===== config.mk =====
export PLATFORM = sky130hd
export DESIGN_NAME = icache_refill_axi
export DESIGN_NICKNAME = d
export VERILOG_FILES = /design/src/rtl/pipeline_types_pkg.sv /design/src/rtl/icache_refill_axi.sv
export SDC_FILE = /design/constraint.sdc
export NUM_CORES = 1
export LEC_CHECK = 0
export ABC_AREA = 1
export BUFFER_PORTS_ARGS = -buffer_cell sky130_fd_sc_hd__buf_4
export CAP_MARGIN = 5
export CORE_ASPECT_RATIO = 2
export CORE_MARGIN = 2
export CORE_UTILIZATION = 55
export DETAILED_ROUTE_END_ITERATION = 10
export GPL_TIMING_DRIVEN = 0
export PLACE_DENSITY = 0.85
export RECOVER_POWER = 100
export SLEW_MARGIN = 25
export SYNTH_ARGS = -nofsm -noshare
export SYNTH_HDL_FRONTEND = slang
export SYNTH_SLANG_ARGS = --single-unit

===== constraint.sdc =====
create_clock -name clk -period 5.6 [get_ports clk]
set_input_delay 1.12 -clock clk [delete_from_list [all_inputs] [get_ports clk]]
set_output_delay 1.12 -clock clk [all_outputs]
set_load 0.01 [all_outputs]

===== src/rtl/pipeline_types_pkg.sv =====
// Shared bus and state types for the fetch/refill path.
package pipeline_types;

    typedef logic [31:0]  bus32_t;
    typedef logic [255:0] bus256_t;

    localparam int          ICACHE_LINE_BITS = 256;
    localparam logic [1:0]  AXI_BURST_INCR   = 2'b01;

    typedef enum logic [1:0] {
        REFILL_IDLE,
        REFILL_AR,
        REFILL_R,
        REFILL_DONE
    } refill_state_t;

endpackage


===== src/rtl/icache_refill_axi.sv =====
// ICache line refill responder: one AXI4 INCR burst per request, beats
// packed into a full line and returned with a one-cycle ret_valid pulse.
//
// state        | meaning
// -------------+------------------------------------------------------
// REFILL_IDLE  | waiting for rd_req; the only state that accepts one
// REFILL_AR    | arvalid high, waiting for arready
// REFILL_R     | rready high, storing beats until beat BEATS-1
// REFILL_DONE  | ret_valid/bus_err high for this single cycle
module icache_refill_axi
    import pipeline_types::*;
#(
    parameter int         AXI_DW    = 32,
    parameter int         LINE_BITS = ICACHE_LINE_BITS,
    parameter logic [3:0] AXI_ID    = 4'd0
) (
    input  logic                 clk,
    input  logic                 rst_n,
    input  logic                 rd_req,
    input  bus32_t               rd_addr,
    output logic                 ret_valid,
    output logic [LINE_BITS-1:0] ret_data,
    output logic                 bus_err,
    output logic [3:0]           arid,
    output logic [31:0]          araddr,
    output logic [7:0]           arlen,
    output logic [2:0]           arsize,
    output logic [1:0]           arburst,
    output logic                 arvalid,
    input  logic                 arready,
    input  logic [AXI_DW-1:0]    rdata,
    input  logic [1:0]           rresp,
    input  logic                 rlast,
    input  logic                 rvalid,
    output logic                 rready
);

    localparam int BEATS = LINE_BITS / AXI_DW;
    localparam int CNT_W = (BEATS > 1) ? $clog2(BEATS) : 1;
    localparam logic [CNT_W-1:0] LAST_BEAT = CNT_W'(BEATS - 1);

    refill_state_t    state;
    logic [CNT_W-1:0] beat_cnt;
    logic             err_flag;
    logic             beat_err;
    logic             unused_inputs;

    assign arid    = AXI_ID;
    assign arlen   = 8'(BEATS - 1);
    assign arsize  = 3'($clog2(AXI_DW / 8));
    assign arburst = AXI_BURST_INCR;

    assign beat_err = (rresp != 2'b00);

    // Burst length is fixed, so the beat counter alone ends the burst;
    // rlast and the line offset bits carry no information we need.
    assign unused_inputs = ^{rlast, rd_addr[4:0]};

    // Refill FSM with registered AXI handshakes, beat packing and line return.
    always_ff @(posedge clk or negedge rst_n) begin
        if (!rst_n) begin
            state     <= REFILL_IDLE;
            beat_cnt  <= '0;
            err_flag  <= 1'b0;
            araddr    <= '0;
            arvalid   <= 1'b0;
            rready    <= 1'b0;
            ret_valid <= 1'b0;
            bus_err   <= 1'b0;
            ret_data  <= '0;
        end else begin
            case (state)
                REFILL_IDLE: begin
                    if (rd_req) begin
                        araddr   <= {rd_addr[31:5], 5'b0};
                        beat_cnt <= '0;
                        err_flag <= 1'b0;
                        arvalid  <= 1'b1;
                        state    <= REFILL_AR;
                    end
                end
                REFILL_AR: begin
                    if (arready) begin
                        arvalid <= 1'b0;
                        rready  <= 1'b1;
                        state   <= REFILL_R;
                    end
                end
                REFILL_R: begin
                    if (rvalid) begin
                        ret_data[int'(beat_cnt)*AXI_DW +: AXI_DW] <= rdata;
                        err_flag <= err_flag | beat_err;
                        if (beat_cnt == LAST_BEAT) begin
                            rready    <= 1'b0;
                            ret_valid <= 1'b1;
                            bus_err   <= err_flag | beat_err;
                            state     <= REFILL_DONE;
                        end else begin
                            beat_cnt <= beat_cnt + 1'b1;
                        end
                    end
                end
                REFILL_DONE: begin
                    ret_valid <= 1'b0;
                    bus_err   <= 1'b0;
                    state     <= REFILL_IDLE;
                end
                default: begin
                    state <= REFILL_IDLE;
                end
            endcase
        end
    end

endmodule


==> flow_summary.json <==
{
  "status": "finished with violations",
  "violations": "capacitance limit, slew limit",
  "vias": 11500,
  "fp-row-count": 77,
  "boundaryPins": 381,
  "hp-start": "ret_data[135]",
  "sw_frac_of_total": 0.370,
  "track_usage": 0.366,
  "synth_seq_cells": 293,
  "grt_antenna_before_repair": 0,
  "cp_num_cells": 2,
  "wl_um": 42900,
  "net-switching-power_w": 0.00222,
  "end_kind": "asynchronous set/reset pin",
  "drive_gt1_frac": 0.115,
  "area_growth_pct": 21.9,
  "met2_length_um": 22400,
  "avgSynthCellArea_um2": 9.23,
  "seq_area_frac_synth": 0.595,
  "setup.worst_path.start": "rst_n",
  "path_max_fanout": 99,
  "drc": 0,
  "finalCriticalPeriod_ns": 3.27,
  "p_leak_nw": 7.07,
  "coreArea_um2": 22100,
  "grt_pass1_vias": 11700,
  "worstPathRequired_ns": 5.73,
  "path_buf_inv": 2,
  "seqPwrFrac": 0.420,
  "multi_input_area_um2": 4190,
  "seq_area_um2": 7330,
  "grt_max_degree": 100,
  "r2r_setup_slack_ns": 2.38,
  "drt-met1-wl_um": 13400,
  "synthTopCellsByArea": "dfrtp_1, nand2_1, nand3_1",
  "synth_cell_types": 29,
  "synth_edf_count": 0,
  "critical-path-max-stage-delay_ns": 1.75,
  "startpoint_type": "input port",
  "die_w_um": 110,
  "setup_viol": 0,
  "min_path_cells": 2,
  "synth_top_area_frac": 0.595,
  "cts_sinks": 293,
  "dieArea_um2": 23700,
  "clock.fmax_mhz": 306,
  "maxCapViolations": 1,
  "critical_path.top_delay_family": "buffers and inverters",
  "arrival_ns": 3.40,
  "skew_ns": 0.0186,
  "portBuffers": 352,
  "initial_core_util": 0.559,
  "grt.overflow.total": 0,
  "clkLatencyLatePin_ns": 0.54,
  "ant_nets": 0,
  "nets": 1821,
  "fp.dieH_um": 216,
  "htree_levels": 1,
  "fillers": 1996,
  "pwr-share-clk": 0.292,
  "ctsHoldBuffers": 0,
  "ir_drop_mv": 0.328,
  "yosysWarnings": 0,
  "timing.hold.ws_ns": 0.468,
  "hold_violations": 0,
  "fin_tns_setup_ns": 0,
  "max_slew_margin": -0.612,
  "clk_path_buf_depth": 3,
  "cellPowerDensity_nw_per_um2": 399,
  "worst_slew_pin_slew_ns": 2.42,
  "power_frac_comb": 0.288,
  "crit_type": "input port to asynchronous set/reset pin",
  "min_path_type": "flip-flop to flip-flop",
  "report.final.slew_viol_count": 100,
  "cp_cell_sequence": "buf_8 > clkbuf_2",
  "routabilityCongestion": 0.903,
  "p_int_w": 0.00378,
  "routed-wl-met3_um": 3460,
  "grt_pass1_wl_um": 64900,
  "cts_tree": "done",
  "reg2reg_to": "ret_data[3]",
  "cts_setup_buffers": 0,
  "highest_layer": "met4",
  "netlist_instances": 1336,
  "ys_top_cells_by_count": "nand2_1, dfrtp_1, nand3_1",
  "synth_area_um2": 12300,
  "ctsResizeCount": 0,
  "clk_pin_slew_ns": 0.07,
  "ys_async_sr_fraction": 1.00,
  "synthFlopType": "dfrtp_1",
  "dpl.hpwl_um": 32000,
  "wl_per_cell_um": 21.1,
  "reg2reg_depth": 10,
  "worstHoldEndpoint": "ret_data[135]",
  "dr.pass1.iters": 6,
  "rsz0062_at_grt": "false",
  "synth_most_common_cell": "nand2_1",
  "cts_buffers": 25,
  "synth_top_area_cell": "dfrtp_1",
  "reg2reg_from": "beat_cnt[0]",
  "cp_slowest_cell": "clkbuf_2",
  "cts-root-buf": "clkbuf_16",
  "initialDrtViolationCount": 826,
  "period_share": 0.583,
  "num_antenna_cells": 0,
  "via_per_inst": 5.67
}
power groups by stage:
stage	Combinational, W	Sequential (W)	Clock (W)
4_1_cts	0.00193	0.00253	0.00176
5_1_grt	0.00190	0.00254	0.00184
3_5_place_dp	0.00192	0.00255	0
3_3_place_gp	0.00185	0.00255	0
2_1_floorplan	0.000950	0.00264	0
6_report	0.00173	0.00252	0.00175
per-stage QoR:
| stage | cell area, um^2 | cells | total power, W | setup slack (ns) | util |
|---|---|---|---|---|---|
| floorplan | 12400 | 1356 | 0.00359 | 3.50 | - |
| global placement | 15400 | 1984 | 0.00440 | 1.03 | 0.698 |
| detailed placement | 15500 | 1987 | 0.00448 | 2.94 | 0.702 |
| CTS | 16300 | 2031 | 0.00622 | 2.91 | 0.738 |
| global route | 15000 | 2031 | 0.00629 | 1.77 | 0.681 |
| finish | 15000 | 2031 | 0.00600 | 2.33 | 0.681 |
state kept, by name, indices dropped and copies added (netlist names):
| register | cells |
|---|---|
| arvalid | 1 |
| err_flag | 1 |
| state | 2 |
| ret_valid | 1 |
| rready | 1 |
| ret_data | 256 |
| araddr | 27 |
| beat_cnt | 3 |
| bus_err | 1 |
per-layer routing:
| metal | GRT usage | vias up |
|---|---|---|
| met2 | 0.642 | 678 |
| met1 | 0.379 | 5526 |
| met3 | 0.0677 | 204 |
| li1 | - | 5099 |
| met4 | 0.257 | 0 |
| met5 | 0 | - |
cells by family after synthesis:
| kind of cell | synth area share |
|---|---|
| and+or+nand+nor | 0.239 |
| DFF | 0.595 |
| AOI/OAI and AO/OA | 0.0943 |
| buffers and inverters | 0.0606 |
| adders and majority gates | 0.0112 |
| other | 0.000609 |
worst max path at each step:
stage | to | slack (ns)
floorplan | ret_data[188] | 3.50
global placement | ret_data[85] | 1.03
detailed placement | ret_data[153] | 2.94
CTS | ret_data[3] | 2.91
global route | ret_data[198] | 1.77
finish | ret_data[198] | 2.33
cell usage in the layout (no fill, tap or decap), drive strengths merged:
| master | n |
|---|---|
| nor2 | 61 |
| clkbuf | 358 |
| conb | 22 |
| a21oi | 10 |
| nand3 | 167 |
| nand4 | 3 |
| bufinv | 2 |
| buf | 137 |
| clkinv | 9 |
| nand3b | 1 |
| o21a | 1 |
| ha | 11 |
| o21ai | 190 |
| dfrtp | 293 |
| nand2 | 467 |
| inv | 23 |
area by class of cell:
| class | count | share of cell area |
|---|---|---|
| clock inverter | 12 | 0.00782 |
| multi-input combinational | 933 | 0.279 |
| sequential | 293 | 0.488 |
| buffer | 108 | 0.0425 |
| clock buffer | 32 | 0.0460 |
| timing repair buffer | 355 | 0.109 |
| inverter | 22 | 0.00549 |
| tap | 276 | 0.0230 |
Power figures use the tool's default switching activity.
